===== config.mk =====
export PLATFORM = sky130hd
export DESIGN_NAME = cp0_unit_flat
export DESIGN_NICKNAME = d
export VERILOG_FILES = /design/src/rtl/cp0_pkg.sv /design/src/rtl/cp0_if.sv /design/src/rtl/cp0_timer.sv /design/src/rtl/cp0_unit.sv /design/src/flat_wrapper.sv
export SDC_FILE = /design/constraint.sdc
export NUM_CORES = 1
export LEC_CHECK = 0
export CAP_MARGIN = 20
export CORE_MARGIN = 3
export CORE_UTILIZATION = 35
export CTS_CLUSTER_SIZE = 20
export DETAILED_ROUTE_END_ITERATION = 12
export PLACE_DENSITY = 0.76
export SYNTH_ARGS = -nofsm -noshare
export SYNTH_HDL_FRONTEND = slang
export SYNTH_SLANG_ARGS = --single-unit

===== constraint.sdc =====
create_clock -name clk -period 2.6 [get_ports clk]
set_clock_uncertainty 0.15 [all_clocks]
set_input_delay 0.52 -clock clk [delete_from_list [all_inputs] [get_ports clk]]
set_output_delay 0.52 -clock clk [all_outputs]
set_load 0.005 [all_outputs]

===== src/rtl/cp0_pkg.sv =====
// Shared definitions for the CP0 unit: register numbers, field layout,
// exception codes and packing helpers for SR/Cause reads.
package cp0_pkg;

  localparam logic [4:0] REG_COUNT   = 5'd9;
  localparam logic [4:0] REG_COMPARE = 5'd11;
  localparam logic [4:0] REG_SR      = 5'd12;
  localparam logic [4:0] REG_CAUSE   = 5'd13;
  localparam logic [4:0] REG_EPC     = 5'd14;
  localparam logic [4:0] REG_PRID    = 5'd15;

  localparam logic [31:0] PRID_DEFAULT = 32'h2022_0808;
  // Handler entry; consumed by the F-stage PC mux, not by CP0 itself
  localparam logic [31:0] EXC_VECTOR   = 32'h0000_4180;

  localparam int SR_IE_BIT     = 0;
  localparam int SR_EXL_BIT    = 1;
  localparam int SR_IM_LSB     = 10;
  localparam int SR_IM_MSB     = 15;
  localparam int CAUSE_EXC_LSB = 2;
  localparam int CAUSE_EXC_MSB = 6;
  localparam int CAUSE_IP_LSB  = 10;
  localparam int CAUSE_IP_MSB  = 15;
  localparam int CAUSE_BD_BIT  = 31;

  typedef enum logic [4:0] {
    EXC_INT     = 5'd0,
    EXC_ADEL    = 5'd4,
    EXC_ADES    = 5'd5,
    EXC_SYSCALL = 5'd8,
    EXC_RI      = 5'd10,
    EXC_OV      = 5'd12
  } exc_code_e;

  typedef struct packed {
    logic [5:0] im;
    logic       exl;
    logic       ie;
  } sr_t;

  typedef struct packed {
    logic       bd;
    logic [5:0] ip;
    logic [4:0] exc_code;
  } cause_t;

  function automatic logic [31:0] pack_sr(input sr_t s);
    logic [31:0] v;
    v = '0;
    v[SR_IM_MSB:SR_IM_LSB] = s.im;
    v[SR_EXL_BIT]          = s.exl;
    v[SR_IE_BIT]           = s.ie;
    return v;
  endfunction

  function automatic logic [31:0] pack_cause(input cause_t c);
    logic [31:0] v;
    v = '0;
    v[CAUSE_BD_BIT]                = c.bd;
    v[CAUSE_IP_MSB:CAUSE_IP_LSB]   = c.ip;
    v[CAUSE_EXC_MSB:CAUSE_EXC_LSB] = c.exc_code;
    return v;
  endfunction

endpackage


===== src/rtl/cp0_if.sv =====
// M-stage bus between the pipeline and CP0: mfc0/mtc0 access, exception
// inputs, interrupt lines, and the flush/redirect outputs.
interface cp0_if;
  logic [4:0]  A1;
  logic [4:0]  A2;
  logic [31:0] DIn;
  logic        We;
  logic [31:0] VPC;
  logic        BDIn;
  logic [4:0]  ExcCodeIn;
  logic [5:0]  HWInt;
  logic        EXLClr;
  logic [31:0] DOut;
  logic [31:0] EPCOut;
  logic        Req;

  modport master (
    output A1, A2, DIn, We, VPC, BDIn, ExcCodeIn, HWInt, EXLClr,
    input  DOut, EPCOut, Req
  );

  modport slave (
    input  A1, A2, DIn, We, VPC, BDIn, ExcCodeIn, HWInt, EXLClr,
    output DOut, EPCOut, Req
  );
endinterface


===== src/rtl/cp0_timer.sv =====
// Count/Compare timer. Count free-runs and wraps; irq is raised from the
// cycle Count matches Compare until software rewrites Compare.
module cp0_timer (
  input  logic        clk,
  input  logic        reset,
  input  logic        count_we,
  input  logic        compare_we,
  input  logic [31:0] wdata,
  output logic [31:0] count,
  output logic [31:0] compare,
  output logic        irq
);
  logic [31:0] count_reg;
  logic [31:0] compare_reg;
  logic        pending_reg;
  logic        hit;

  assign hit     = (count_reg == compare_reg);
  assign count   = count_reg;
  assign compare = compare_reg;
  // The match cycle itself already signals, the register holds it afterwards
  assign irq     = pending_reg | hit;

  always_ff @(posedge clk or posedge reset) begin
    if (reset) begin
      count_reg   <= '0;
      compare_reg <= '0;
      pending_reg <= 1'b0;
    end else begin
      count_reg <= count_we ? wdata : count_reg + 32'd1;
      if (compare_we) begin
        compare_reg <= wdata;
        pending_reg <= 1'b0;
      end else if (hit) begin
        pending_reg <= 1'b1;
      end
    end
  end
endmodule


===== src/rtl/cp0_unit.sv =====
// Coprocessor 0 at the M stage: SR/Cause/EPC/PRId, exception and interrupt
// arbitration. Define CP0_TIMER_EN to add the Count/Compare timer on HWInt[5].
module cp0_unit
  import cp0_pkg::*;
#(
  parameter logic [31:0] PRID = PRID_DEFAULT
) (
  input  logic   clk,
  input  logic   reset,
  cp0_if.slave   bus
);
  sr_t         sr_reg;
  cause_t      cause_reg;
  logic [31:0] epc_reg;

  logic [5:0]  hw_int_eff;
  logic        timer_irq;
  logic [31:0] count_val;
  logic [31:0] compare_val;
  logic        int_req;
  logic        exc_req;
  logic        req;
  logic        sr_we;
  logic        epc_fwd;
  logic [31:0] epc_target;
  logic [31:0] dout;

`ifdef CP0_TIMER_EN
  cp0_timer u_timer (
    .clk        (clk),
    .reset      (reset),
    .count_we   (bus.We && (bus.A2 == REG_COUNT) && !req),
    .compare_we (bus.We && (bus.A2 == REG_COMPARE) && !req),
    .wdata      (bus.DIn),
    .count      (count_val),
    .compare    (compare_val),
    .irq        (timer_irq)
  );
`else
  assign timer_irq   = 1'b0;
  assign count_val   = '0;
  assign compare_val = '0;
`endif

  assign hw_int_eff = bus.HWInt | {timer_irq, 5'b0};
  assign int_req    = (|(hw_int_eff & sr_reg.im)) & sr_reg.ie & !sr_reg.exl;
  assign exc_req    = (bus.ExcCodeIn != 5'd0) & !sr_reg.exl;
  // Req is also a flush control, so keep it quiet while reset is held
  assign req        = !reset && (int_req || exc_req);

  assign sr_we      = bus.We && (bus.A2 == REG_SR);
  assign epc_fwd    = bus.We && (bus.A2 == REG_EPC);
  assign epc_target = (bus.BDIn ? (bus.VPC - 32'd4) : bus.VPC) & 32'hFFFF_FFFC;

  always_ff @(posedge clk or posedge reset) begin
    if (reset) begin
      sr_reg    <= '0;
      cause_reg <= '0;
      epc_reg   <= '0;
    end else begin
      cause_reg.ip <= hw_int_eff;
      if (req) begin
        sr_reg.exl         <= 1'b1;
        cause_reg.bd       <= bus.BDIn;
        cause_reg.exc_code <= int_req ? EXC_INT : bus.ExcCodeIn;
        epc_reg            <= epc_target;
      end else begin
        if (sr_we) begin
          sr_reg.im  <= bus.DIn[SR_IM_MSB:SR_IM_LSB];
          sr_reg.exl <= bus.DIn[SR_EXL_BIT];
          sr_reg.ie  <= bus.DIn[SR_IE_BIT];
        end
        if (epc_fwd) epc_reg <= bus.DIn;
        // eret wins the EXL bit over a coincident mtc0 to SR
        if (bus.EXLClr) sr_reg.exl <= 1'b0;
      end
    end
  end

  always_comb begin
    dout = '0;
    case (bus.A1)
      REG_SR:      dout = pack_sr(sr_reg);
      REG_CAUSE:   dout = pack_cause(cause_reg);
      REG_EPC:     dout = epc_reg;
      REG_PRID:    dout = PRID;
      REG_COUNT:   dout = count_val;
      REG_COMPARE: dout = compare_val;
      default:     dout = '0;
    endcase
  end

  assign bus.DOut   = dout;
  assign bus.Req    = req;
  // Forwarding lets an eret directly behind mtc0 EPC return to the new value
  assign bus.EPCOut = reset ? 32'd0 : (epc_fwd ? bus.DIn : epc_reg);
endmodule


===== src/flat_wrapper.sv =====
// flat-port wrapper written by rule: the top's interface ports become plain ports
module cp0_unit_flat import cp0_pkg::*;
#(
  parameter logic [31:0] PRID = PRID_DEFAULT
)
  (clk, reset, bus_A1, bus_A2, bus_DIn, bus_We, bus_VPC, bus_BDIn, bus_ExcCodeIn, bus_HWInt, bus_EXLClr, bus_DOut, bus_EPCOut, bus_Req);
  cp0_if bus_i ();
  input  logic clk;
  input  logic reset;
  input wire logic [$bits(bus_i.A1)-1:0] bus_A1;
  input wire logic [$bits(bus_i.A2)-1:0] bus_A2;
  input wire logic [$bits(bus_i.DIn)-1:0] bus_DIn;
  input wire logic [$bits(bus_i.We)-1:0] bus_We;
  input wire logic [$bits(bus_i.VPC)-1:0] bus_VPC;
  input wire logic [$bits(bus_i.BDIn)-1:0] bus_BDIn;
  input wire logic [$bits(bus_i.ExcCodeIn)-1:0] bus_ExcCodeIn;
  input wire logic [$bits(bus_i.HWInt)-1:0] bus_HWInt;
  input wire logic [$bits(bus_i.EXLClr)-1:0] bus_EXLClr;
  output wire logic [$bits(bus_i.DOut)-1:0] bus_DOut;
  output wire logic [$bits(bus_i.EPCOut)-1:0] bus_EPCOut;
  output wire logic [$bits(bus_i.Req)-1:0] bus_Req;
  assign bus_i.A1 = bus_A1;
  assign bus_i.A2 = bus_A2;
  assign bus_i.DIn = bus_DIn;
  assign bus_i.We = bus_We;
  assign bus_i.VPC = bus_VPC;
  assign bus_i.BDIn = bus_BDIn;
  assign bus_i.ExcCodeIn = bus_ExcCodeIn;
  assign bus_i.HWInt = bus_HWInt;
  assign bus_i.EXLClr = bus_EXLClr;
  assign bus_DOut = bus_i.DOut;
  assign bus_EPCOut = bus_i.EPCOut;
  assign bus_Req = bus_i.Req;
  cp0_unit #(.PRID(PRID)) u_core (.clk(clk), .reset(reset), .bus(bus_i));
endmodule

==> impl_metrics.py <==
metrics = {
    "route": {
        "drtIter0Drc": 127,
        "met2_length_um": 6540,
        "top_layer_used": "met4",
        "drc": 0,
        "viasPerCell": 5.04,
        "wl_met3_um": 774,
        "drt_pass1_iterations": 4,
        "drt-wirelength-per-cell_um": 17.4,
        "vias": 3736,
        "drt_wl_total_um": 12900,
        "ant_nets": 0,
        "m1WireLength_um": 5360,
    },
    "clock_network": {
        "clk_latency_ns": 0.31,
        "path_clk_slew_ns": 0.10,
        "cts_buffers": 5,
        "htreeDepth": 2,
        "clockBufferDepth": 2,
        "cts_hold_buf": 0,
        "cts_tree": "built",
        "cts.sinks": 52,
        "cts-root-buf": "clkbuf_8",
    },
    "floorplan": {
        "dieArea_um2": 11000,
        "core_area_um2": 9370,
        "start_util_pct": 36.4,
        "die_h_um": 105,
        "die_x_um": 105,
        "ios": 155,
        "rows": 35,
    },
    "pwr": {
        "internal_power_w": 0.00194,
        "p_clk_share_pct": 21.7,
        "comb_power_share_pct": 38.5,
        "power.share.sequential_pct": 39.8,
        "ir_drop_v": 0.000241,
        "powerDensity_nw_per_um2": 454,
        "p_sw_share_pct": 30.6,
        "p_leak_nw": 2.84,
        "p_sw_w": 0.000858,
    },
    "sta": {
        "tightest_slew_ns": 0.469,
        "slew_headroom_pct": 68.5,
        "fmax_mhz": 372,
        "slew_violations": 0,
        "fin_crit_sh_pct": 103,
        "whs_ns": 0.320,
        "setup_slack_ns": -0.0907,
        "post-route-min-period_ns": 2.69,
        "finalSetupViolCount": 21,
        "hold_viol_final": 0,
        "rsz0062_at_grt": "yes",
    },
    "cells_and_area": {
        "drive_above_1_share_pct": 36.4,
        "final_core_util_pct": 65.9,
        "fin_nets": 703,
        "seq_area_um2": 1300,
        "area_growth_pct": 81.0,
        "fillers": 751,
        "mostFrequentLayoutCells": "buf_4 (92), clkdlybuf4s50_1 (73), nor2_1 (61), dfrtp_1 (52), mux2i_1 (38)",
        "final_common_cell": "buf_4",
        "final_cells": 742,
        "antennaDiodeCount": 0,
        "largest_reg_flops": 32,
        "multi_input_area_um2": 2300,
    },
    "setup_path": {
        "cp.arrival_ns": 2.02,
        "worstPathRequired_ns": 1.93,
        "worstSetupEndpointType": "primary output",
        "cp-start-kind": "input pin",
        "worst-path-max-fanout": 8,
        "path_class": "in2out",
    },
    "run_status": {
        "violations": "setup timing",
        "outcome": "complete, but fails checks",
    },
    "place": {
        "gp_congestion": 0.831,
        "dp_hpwl_um": 8730,
        "placed_cells": 680,
        "port_buffers": 152,
    },
    "logic_synthesis": {
        "synth_area_per_cell_um2": 9.32,
        "yosys_warnings": 0,
        "post_synth_num_cell_types": 40,
        "ys_seq_elements": 52,
        "synth-main-ff-cell": "dfrtp_1",
        "syn-instance-count": 366,
        "synth.top_cell.area_share_pct": 38.2,
        "synth_fp_nets": 457,
        "synthTopCellsByArea": "dfrtp_1 (38%), mux2i_1 (20%), nor2_1 (7.2%)",
        "synthArstFlopShare_pct": 100,
        "yosysSeqAreaShare_pct": 38.2,
        "synth-edff-count": 0,
        "synth.largest_area_cell": "dfrtp_1",
        "syn_area_um2": 3410,
    },
    "hold_path": {
        "hold_path_class": "in2reg",
    },
    "run": {
        "maxCapViolCount": 0,
    },
    "global_route": {
        "grt_pass1_vias": 3961,
        "grt_pass1_wl_um": 20600,
        "grt_util_all_layers_pct": 23.4,
        "antenna_found_initial": 0,
        "overflow": 0,
        "grt_max_degree": 53,
    },
}
==> repair_timing <==
item,CTS,global route
resized for setup,265,23
pin swaps,5,5
endpoints found under the setup margin,74,46
gates cloned,4,0
buffers inserted,49,5
==> final timing paths <==
kind                                      start              endpoint  slack [ns]  cells after the start
setup / recovery                      bus_A2[0]         bus_EPCOut[8]       -0.09                      7
hold / removal                 bus_ExcCodeIn[0]   u_core.cause_reg[0]        0.32                      3
max in group asynchronous                 reset    u_core.epc_reg[18]        1.27                      4
setup reg to reg               u_core.sr_reg[2]  u_core.cause_reg[11]        0.34                      6
hold reg to reg            u_core.cause_reg[11]  u_core.cause_reg[11]        0.37                      1
min in group asynchronous                 reset    u_core.epc_reg[23]        0.80                      4
==> cell families after synthesis <==
| kind of cell | synth area share, % |
|---|---|
| and+or+nand+nor | 22.7 |
| muxes | 22.6 |
| DFF | 38.2 |
| buffers and inverters | 3.85 |
| AOI/OAI and AO/OA | 5.36 |
| xor gates and xnor gates | 6.93 |
| adders and majority gates | 0.367 |
==> power groups by stage <==
stage | clock network [W] | registers (W) | logic, W
2_1_floorplan | 0 | 0.00105 | 0.000402
3_3_place_gp | 0 | 0.00108 | 0.000879
3_5_place_dp | 0 | 0.00109 | 0.000900
4_1_cts | 0.000618 | 0.00110 | 0.00104
5_1_grt | 0.000655 | 0.00113 | 0.00117
6_report | 0.000608 | 0.00112 | 0.00108
==> stage by stage <==
step                setup WS (ns)  total power [W]  area [um2]  TNS (ns)
floorplan                  0.0507          0.00145        3410         0
global placement           -0.708          0.00196        5440    -39.23
detailed placement         -0.714          0.00199        5440    -40.44
CTS                       -0.0679          0.00276        6120     -1.62
global route               -0.117          0.00296        6170     -2.13
finish                    -0.0907          0.00280        6170    -0.600
==> cell type report <==
cell class | instances | area share (%)
well taps | 129 | 2.61
clock inverters | 2 | 0.628
flip-flops and latches | 52 | 21.1
multi-input cells | 281 | 37.3
clock buffers | 6 | 1.34
inverters | 11 | 0.669
repair buffers | 261 | 36.4
==> metal layers <==
layer / up-vias / GRT usage (%)
li1: 1759 / -
met1: 1793 / 28.6
met2: 164 / 42.3
met3: 20 / 4.57
met4: 0 / 5.81
met5: - / 0
==> synth_stat cells, types with 7 or more instances <==
cell,n
nand2_1,14
nor2_1,65
xor2_1,14
a22oi_1,8
inv_1,11
nor3_1,11
mux2_2,8
a21oi_1,7
clkbuf_1,15
mux2i_1,68
and2_1,15
nor2b_1,7
dfrtp_1,52
o21ai_0,7
xnor2_1,13
==> worst max-delay path, stage by stage <==
cell      delay, ns
buf_6          0.09
nand4b_1       0.20
or3b_4         0.49
buf_6          0.22
mux2i_4        0.21
nor2_2         0.14
buf_2          0.15
No activity file was read; power rests on OpenSTA's default activity.
